===== src/rtl/soc_interconnect_pkg.sv =====
// Shared helpers for the memory-port interconnect blocks.
// Latency: n/a (types and pure functions only).
// Backpressure: n/a.
// Contents: index-width function and the round-robin wrap-around scan.
package soc_interconnect_pkg;

  // Upper bound on requesters the scan helper handles (request vectors are zero-extended to this).
  localparam int unsigned MAX_MASTERS = 32;
  localparam int unsigned MAX_IDX_W   = 5;

  // Width of a master index; never narrower than one bit.
  function automatic int unsigned idx_width(input int unsigned n);
    return (n > 1) ? $clog2(n) : 1;
  endfunction

  // First set bit of req at or after ptr, scanning upward and wrapping at n.
  // Returns ptr when nothing is requesting.
  function automatic int unsigned rr_pick(input logic [MAX_MASTERS-1:0] req,
                                          input int unsigned            ptr,
                                          input int unsigned            n);
    int unsigned pick;
    int unsigned idx;
    logic        found;
    pick  = ptr;
    found = 1'b0;
    for (int unsigned i = 0; i < MAX_MASTERS; i++) begin
      idx = ptr + i;
      if (idx >= n) idx = idx - n;
      if ((i < n) && !found && req[idx[MAX_IDX_W-1:0]]) begin
        pick  = idx;
        found = 1'b1;
      end
    end
    return pick;
  endfunction

endpackage


===== src/rtl/mem_port_id_fifo.sv =====
// In-order FIFO of master indices for transactions awaiting a response.
// Latency: push visible at head one cycle later; head is a registered read.
// Backpressure: push ignored when full, pop ignored when empty; caller gates on full_o/empty_o.
// Ports: push_i/data_i write side, pop_i/data_o head side, full_o/empty_o/count_o status.
module mem_port_id_fifo #(
  parameter int unsigned DEPTH = 2,
  parameter int unsigned WIDTH = 1
) (
  input  logic                       clk_i,
  input  logic                       rst_ni,
  input  logic                       push_i,
  input  logic                       pop_i,
  input  logic [WIDTH-1:0]           data_i,
  output logic [WIDTH-1:0]           data_o,
  output logic                       full_o,
  output logic                       empty_o,
  output logic [$clog2(DEPTH+1)-1:0] count_o
);

  localparam int unsigned PTR_W = (DEPTH > 1) ? $clog2(DEPTH) : 1;
  localparam int unsigned CNT_W = $clog2(DEPTH+1);

  logic [WIDTH-1:0] mem_q [DEPTH];
  logic [WIDTH-1:0] mem_d [DEPTH];
  logic [PTR_W-1:0] wr_ptr_q, wr_ptr_d;
  logic [PTR_W-1:0] rd_ptr_q, rd_ptr_d;
  logic [CNT_W-1:0] count_q, count_d;
  logic             do_push, do_pop;

  // Pointers wrap explicitly so DEPTH need not be a power of two.
  function automatic logic [PTR_W-1:0] wrap_inc(input logic [PTR_W-1:0] p);
    return (p == PTR_W'(DEPTH-1)) ? '0 : p + 1'b1;
  endfunction

  assign full_o  = (count_q == CNT_W'(DEPTH));
  assign empty_o = (count_q == '0);
  assign count_o = count_q;
  assign data_o  = mem_q[rd_ptr_q];
  assign do_push = push_i & ~full_o;
  assign do_pop  = pop_i & ~empty_o;

  always_comb begin
    mem_d    = mem_q;
    wr_ptr_d = wr_ptr_q;
    rd_ptr_d = rd_ptr_q;
    count_d  = count_q;
    if (do_push) begin
      mem_d[wr_ptr_q] = data_i;
      wr_ptr_d        = wrap_inc(wr_ptr_q);
    end
    if (do_pop) rd_ptr_d = wrap_inc(rd_ptr_q);
    unique case ({do_push, do_pop})
      2'b10:   count_d = count_q + 1'b1;
      2'b01:   count_d = count_q - 1'b1;
      default: count_d = count_q;
    endcase
  end

  always_ff @(posedge clk_i or negedge rst_ni) begin
    if (!rst_ni) begin
      for (int i = 0; i < int'(DEPTH); i++) mem_q[i] <= '0;
      wr_ptr_q <= '0;
      rd_ptr_q <= '0;
      count_q  <= '0;
    end else begin
      mem_q    <= mem_d;
      wr_ptr_q <= wr_ptr_d;
      rd_ptr_q <= rd_ptr_d;
      count_q  <= count_d;
    end
  end

endmodule


===== src/rtl/mem_port_rr_arbiter.sv =====
// Round-robin N:1 arbiter for the req/gnt/rvalid memory protocol with in-order response routing.
// Latency: zero-latency request/grant path; responses routed to the issuing master in the same cycle.
// Backpressure: slave request held off while the outstanding-ID FIFO is full; winner locked until granted.
// Ports: m_* per-master packed request side, s_* single slave side, outstanding_o occupancy, rsp_err_o sticky error.
module mem_port_rr_arbiter
  import soc_interconnect_pkg::*;
#(
  parameter int unsigned NUM_MASTERS     = 2,
  parameter int unsigned ADDR_WIDTH      = 32,
  parameter int unsigned DATA_WIDTH      = 32,
  parameter int unsigned MAX_OUTSTANDING = 2
) (
  input  logic                                   clk_i,
  input  logic                                   rst_ni,
  input  logic [NUM_MASTERS-1:0]                 m_req_i,
  input  logic [NUM_MASTERS*ADDR_WIDTH-1:0]      m_addr_i,
  input  logic [NUM_MASTERS-1:0]                 m_we_i,
  input  logic [NUM_MASTERS*DATA_WIDTH/8-1:0]    m_be_i,
  input  logic [NUM_MASTERS*DATA_WIDTH-1:0]      m_wdata_i,
  output logic [NUM_MASTERS-1:0]                 m_gnt_o,
  output logic [NUM_MASTERS-1:0]                 m_rvalid_o,
  output logic [DATA_WIDTH-1:0]                  m_rdata_o,
  output logic                                   s_req_o,
  output logic [ADDR_WIDTH-1:0]                  s_addr_o,
  output logic                                   s_we_o,
  output logic [DATA_WIDTH/8-1:0]                s_be_o,
  output logic [DATA_WIDTH-1:0]                  s_wdata_o,
  input  logic                                   s_gnt_i,
  input  logic                                   s_rvalid_i,
  input  logic [DATA_WIDTH-1:0]                  s_rdata_i,
  output logic [$clog2(MAX_OUTSTANDING+1)-1:0]   outstanding_o,
  output logic                                   rsp_err_o
);

  localparam int unsigned IDX_W = idx_width(NUM_MASTERS);
  localparam int unsigned BE_W  = DATA_WIDTH/8;

  logic [IDX_W-1:0] rr_ptr_q, rr_ptr_d;
  logic [IDX_W-1:0] lock_idx_q, lock_idx_d;
  logic             lock_q, lock_d;
  logic             rsp_err_q, rsp_err_d;
  logic [IDX_W-1:0] winner, head;
  logic             fifo_full, fifo_empty, handshake, rsp_ok;

  always_comb begin
    // A pending (ungranted) request owns the port; address must stay stable until grant.
    if (lock_q) winner = lock_idx_q;
    else        winner = IDX_W'(rr_pick(MAX_MASTERS'(m_req_i), 32'(rr_ptr_q), NUM_MASTERS));

    s_req_o    = 1'b0;
    s_addr_o   = '0;
    s_we_o     = 1'b0;
    s_be_o     = '0;
    s_wdata_o  = '0;
    m_gnt_o    = '0;
    m_rvalid_o = '0;
    for (int i = 0; i < int'(NUM_MASTERS); i++) begin
      if (winner == IDX_W'(i)) begin
        // Full forces req low even when a pop lands this cycle: no rvalid->req path.
        s_req_o   = m_req_i[i] & ~fifo_full;
        s_addr_o  = m_addr_i[i*ADDR_WIDTH +: ADDR_WIDTH];
        s_we_o    = m_we_i[i];
        s_be_o    = m_be_i[i*BE_W +: BE_W];
        s_wdata_o = m_wdata_i[i*DATA_WIDTH +: DATA_WIDTH];
      end
    end
    handshake = s_req_o & s_gnt_i;
    rsp_ok    = s_rvalid_i & ~fifo_empty;
    for (int i = 0; i < int'(NUM_MASTERS); i++) begin
      m_gnt_o[i]    = handshake & (winner == IDX_W'(i));
      // Responses follow issue order, independent of who is winning now.
      m_rvalid_o[i] = rsp_ok & (head == IDX_W'(i));
    end

    lock_d     = lock_q;
    lock_idx_d = lock_idx_q;
    rr_ptr_d   = rr_ptr_q;
    if (handshake) begin
      lock_d   = 1'b0;
      rr_ptr_d = (winner == IDX_W'(NUM_MASTERS-1)) ? '0 : winner + 1'b1;
    end else if (s_req_o) begin
      lock_d     = 1'b1;
      lock_idx_d = winner;
    end
    rsp_err_d = rsp_err_q | (s_rvalid_i & fifo_empty);
  end

  assign m_rdata_o = s_rdata_i;
  assign rsp_err_o = rsp_err_q;

  mem_port_id_fifo #(
    .DEPTH (MAX_OUTSTANDING),
    .WIDTH (IDX_W)
  ) u_id_fifo (
    .clk_i   (clk_i),
    .rst_ni  (rst_ni),
    .push_i  (handshake),
    .pop_i   (s_rvalid_i),
    .data_i  (winner),
    .data_o  (head),
    .full_o  (fifo_full),
    .empty_o (fifo_empty),
    .count_o (outstanding_o)
  );

  always_ff @(posedge clk_i or negedge rst_ni) begin
    if (!rst_ni) begin
      rr_ptr_q   <= '0;
      lock_q     <= 1'b0;
      lock_idx_q <= '0;
      rsp_err_q  <= 1'b0;
    end else begin
      rr_ptr_q   <= rr_ptr_d;
      lock_q     <= lock_d;
      lock_idx_q <= lock_idx_d;
      rsp_err_q  <= rsp_err_d;
    end
  end

  a_no_push_full: assert property (@(posedge clk_i) disable iff (!rst_ni) !(handshake && fifo_full));
  a_gnt_onehot:   assert property (@(posedge clk_i) disable iff (!rst_ni) $onehot0(m_gnt_o));
  a_rv_onehot:    assert property (@(posedge clk_i) disable iff (!rst_ni) $onehot0(m_rvalid_o));

endmodule


===== config.mk =====
export PLATFORM = sky130hd
export DESIGN_NAME = mem_port_rr_arbiter
export DESIGN_NICKNAME = d
export VERILOG_FILES = /design/src/rtl/soc_interconnect_pkg.sv /design/src/rtl/mem_port_id_fifo.sv /design/src/rtl/mem_port_rr_arbiter.sv
export SDC_FILE = /design/constraint.sdc
export NUM_CORES = 1
export LEC_CHECK = 0
export CORE_AREA = 5 5 107 109
export CTS_CLUSTER_DIAMETER = 80
export DETAILED_ROUTE_END_ITERATION = 12
export DIE_AREA = 0 0 112 114
export PLACE_DENSITY_LB_ADDON = 0.2
export SETUP_SLACK_MARGIN = 0.3
export SYNTH_ARGS = -nofsm -noshare
export SYNTH_HDL_FRONTEND = slang
export SYNTH_HIERARCHICAL = 1
export SYNTH_SLANG_ARGS = --single-unit
export TNS_END_PERCENT = 5

===== constraint.sdc =====
create_clock -name clk_i -period 2.2 [get_ports clk_i]
set_input_delay 0.44 -clock clk_i [delete_from_list [all_inputs] [get_ports clk_i]]
set_output_delay 0.44 -clock clk_i [all_outputs]
set_load 0.02 [all_outputs]

==> metrics.txt <==
outcome complete, but fails checks; violated checks setup timing; Post-Syn Instances 155; initial antenna violation count 0; # rows 38; vias in the first global route 2223; library cells used by synthesis 32; r2r startpoint lock_q; period utilization 107%; diodes inserted 0; Mapped Nets 332; initial core utilization between 15 and 20%; ANT nets after route 0; Mapped Area roughly 1900 um2; RSZ-0062 raised after global routing true; RePlAce Congestion roughly 0.79; pin count of the biggest net entering global routing 19; Max VDD drop 0.000731 V; Num CTS Buffers 3; post-synth top area share 43.6%; most frequent cells in the layout clkdlybuf4s50_1 (143), mux2_4 (59), buf_6 (57), buf_2 (17), buf_4 (17); NetSw 2.26 mW; worst slew pin tran 473 ps; Vias slightly above 2000; Clock power frac between 3 and 4%; clk_skew just under 5 ps; # clock sinks 10; DRC violations left 0; Final Slew Violations 0; Synth area leaders mux2_4 (44%), dfrtp_1 (13%), buf_4 (13%); Die Wd 112 um; clk buf depth 2; CTS tree built; Die ar. 12800 um2; Die Height ~110 um; DR WL/cell 18.7 um; worst min path class flop to flop; Critical Path AT 1910 ps; Fin. Hold Viols 0; most common cell after layout, fill and taps aside clkdlybuf4s50_1; Synth Register Bits 10; combinational share of power roughly 90%; cts hold-fix bufs 0; Reg clk slew, reported paths approximately 50 ps; core area between 10000 and 15000 um2; sequential share of power between 6 and 7%; min setup slack post-route -147 ps; final core occ a little over two fifths; post-DR vias/cell 3.96; # setup viols final 70; max_cap viols 0; WS Path Type flop to primary output; Min-Delay Startpoint u_id_fifo/rd_ptr_q; Synth area leader mux2_4; hold_ws around 480 ps; CP endpoint kind primary output; sw frac approximately two fifths; router iterations before antenna repair 4; leak pwr 1.98 nW; Avg Synthesized Cell Area ~12 um2; CTS H-tree depth 1; Peak Freq 426 MHz; root buf cell clkbuf_8; share of cells above drive strength 1 54.1%; Final Critical Period approximately 2300 ps; critical path required time roughly 1800 ps; initial drt markers 35; worst skew pair latency roughly 230 ps; sequential fraction of the synthesis area around an eighth; DP HPWL 7.60 mm; PwrDens ~1300 nW/um2; critical-path maximum fanout 6; routed wire length around 9.5 mm; Crit. Startpoint lock_q; Worst slew margin ~68%; Pwr Total 5.67 mW; Overflow after GRT 0; Int Power approximately 3.4 mW; # nets final 546; Worst setup SP type flop; Synth warnings 6; number of port buffers 220; first-pass GRT wire length around 14 mm; Tot GR Track Use 13.8%; P&R area growth vs syn 133%; IO Count around 290
==> area by class of cell <==
cell class	count	area, um2
clock buffers	4	45.0
fillers	1022	6080
inverters	2	7.51
multi-input cells	103	1350
flip-flops and latches	10	254
well taps	140	175
repair buffers	249	2590
==> sequential cells by signal, summed over array words and instances (netlist names) <==
name,cells
lock_idx_q,1
lock_q,1
rr_ptr_q,1
rsp_err_o,1
u_id_fifo/count_o,2
u_id_fifo/mem_q,2
u_id_fifo/rd_ptr_q,1
u_id_fifo/wr_ptr_q,1
==> per-stage QoR <==
step | setup WS (ps) | cell area, um2 | std cells | TNS [ps]
after global placement | -818 | 4010 | 487 | -55800
final | -147 | 4430 | 508 | -5050
after global routing | -224 | 4430 | 508 | -10060
after CTS | -326 | 4220 | 501 | -9360
after detailed placement | -815 | 4010 | 487 | -55530
after floorplan | 298 | 1900 | 155 | 0
==> final timing paths <==
kind	endpoint	slack [ps]	depth (start not counted)
max	s_be_o[3]	-150	7
min	u_id_fifo/rd_ptr_q	480	1
max reg2reg	u_id_fifo/count_o[1]	330	9
min reg2reg	u_id_fifo/rd_ptr_q	480	1
max in group asynchronous	rr_ptr_q	1320	1
min in group asynchronous	lock_q	530	1
==> power groups by stage <==
stage | clock network [mW] | logic (mW) | registers, mW
2_1_floorplan | 0 | 2.76 | 0.362
3_3_place_gp | 0 | 4.10 | 0.339
3_5_place_dp | 0 | 4.12 | 0.340
4_1_cts | 0.207 | 4.79 | 0.342
5_1_grt | 0.217 | 5.39 | 0.366
6_report | 0.194 | 5.12 | 0.353
==> synthesized netlist by cell type, drive strengths merged <==
cell,n
o21ba,1
nor4,1
nand3,1
nor3,1
nand2b,2
nand3b,1
mux2,73
a21boi,1
buf,40
o31ai,1
xnor2,3
nor3b,1
and3b,1
xor2,2
a21oi,1
ha,1
nor4b,1
dfrtp,10
nor2,4
mux2i,1
a21o,1
nor2b,2
and2,1
nand2,2
inv,2
==> metal layers <==
layer / vias to the layer above / wire, um / GRT usage (%)
met2: 139 / 4610 / 23.4
met4: 0 / 12 / 1.12
met1: 930 / 3620 / 15.9
met5: - / 0 / 0
met3: 2 / 1270 / 7.96
li1: 943 / - / -
==> repair_timing <==
| action | in CTS | in global routing |
|---|---|---|
| buffers inserted | 6 | 7 |
| pin swaps | 4 | 1 |
| resized for setup | 372 | 62 |
| endpoints found under the setup margin | 79 | 75 |
| gates cloned | 4 | 0 |
==> cells by family (layout without fill, tap and decap cells) <==
group	after synthesis	after routing	synth area share (%)
compound gates	5	5	2.71
flops	10	10	13.2
buf+inv	42	255	20.0
fa+ha+maj	1	1	0.660
xor+xnor	5	5	2.31
mux	74	74	54.8
simple gates	18	18	6.34
==> worst max-delay path, stage by stage (launching register included) <==
cell	delay (ps)
dfrtp_2	440
o31ai_4	290
buf_12	200
buf_16	120
buf_8	110
buf_6	90
mux2_4	290
buf_6	130
Power figures use the tool's default switching activity.
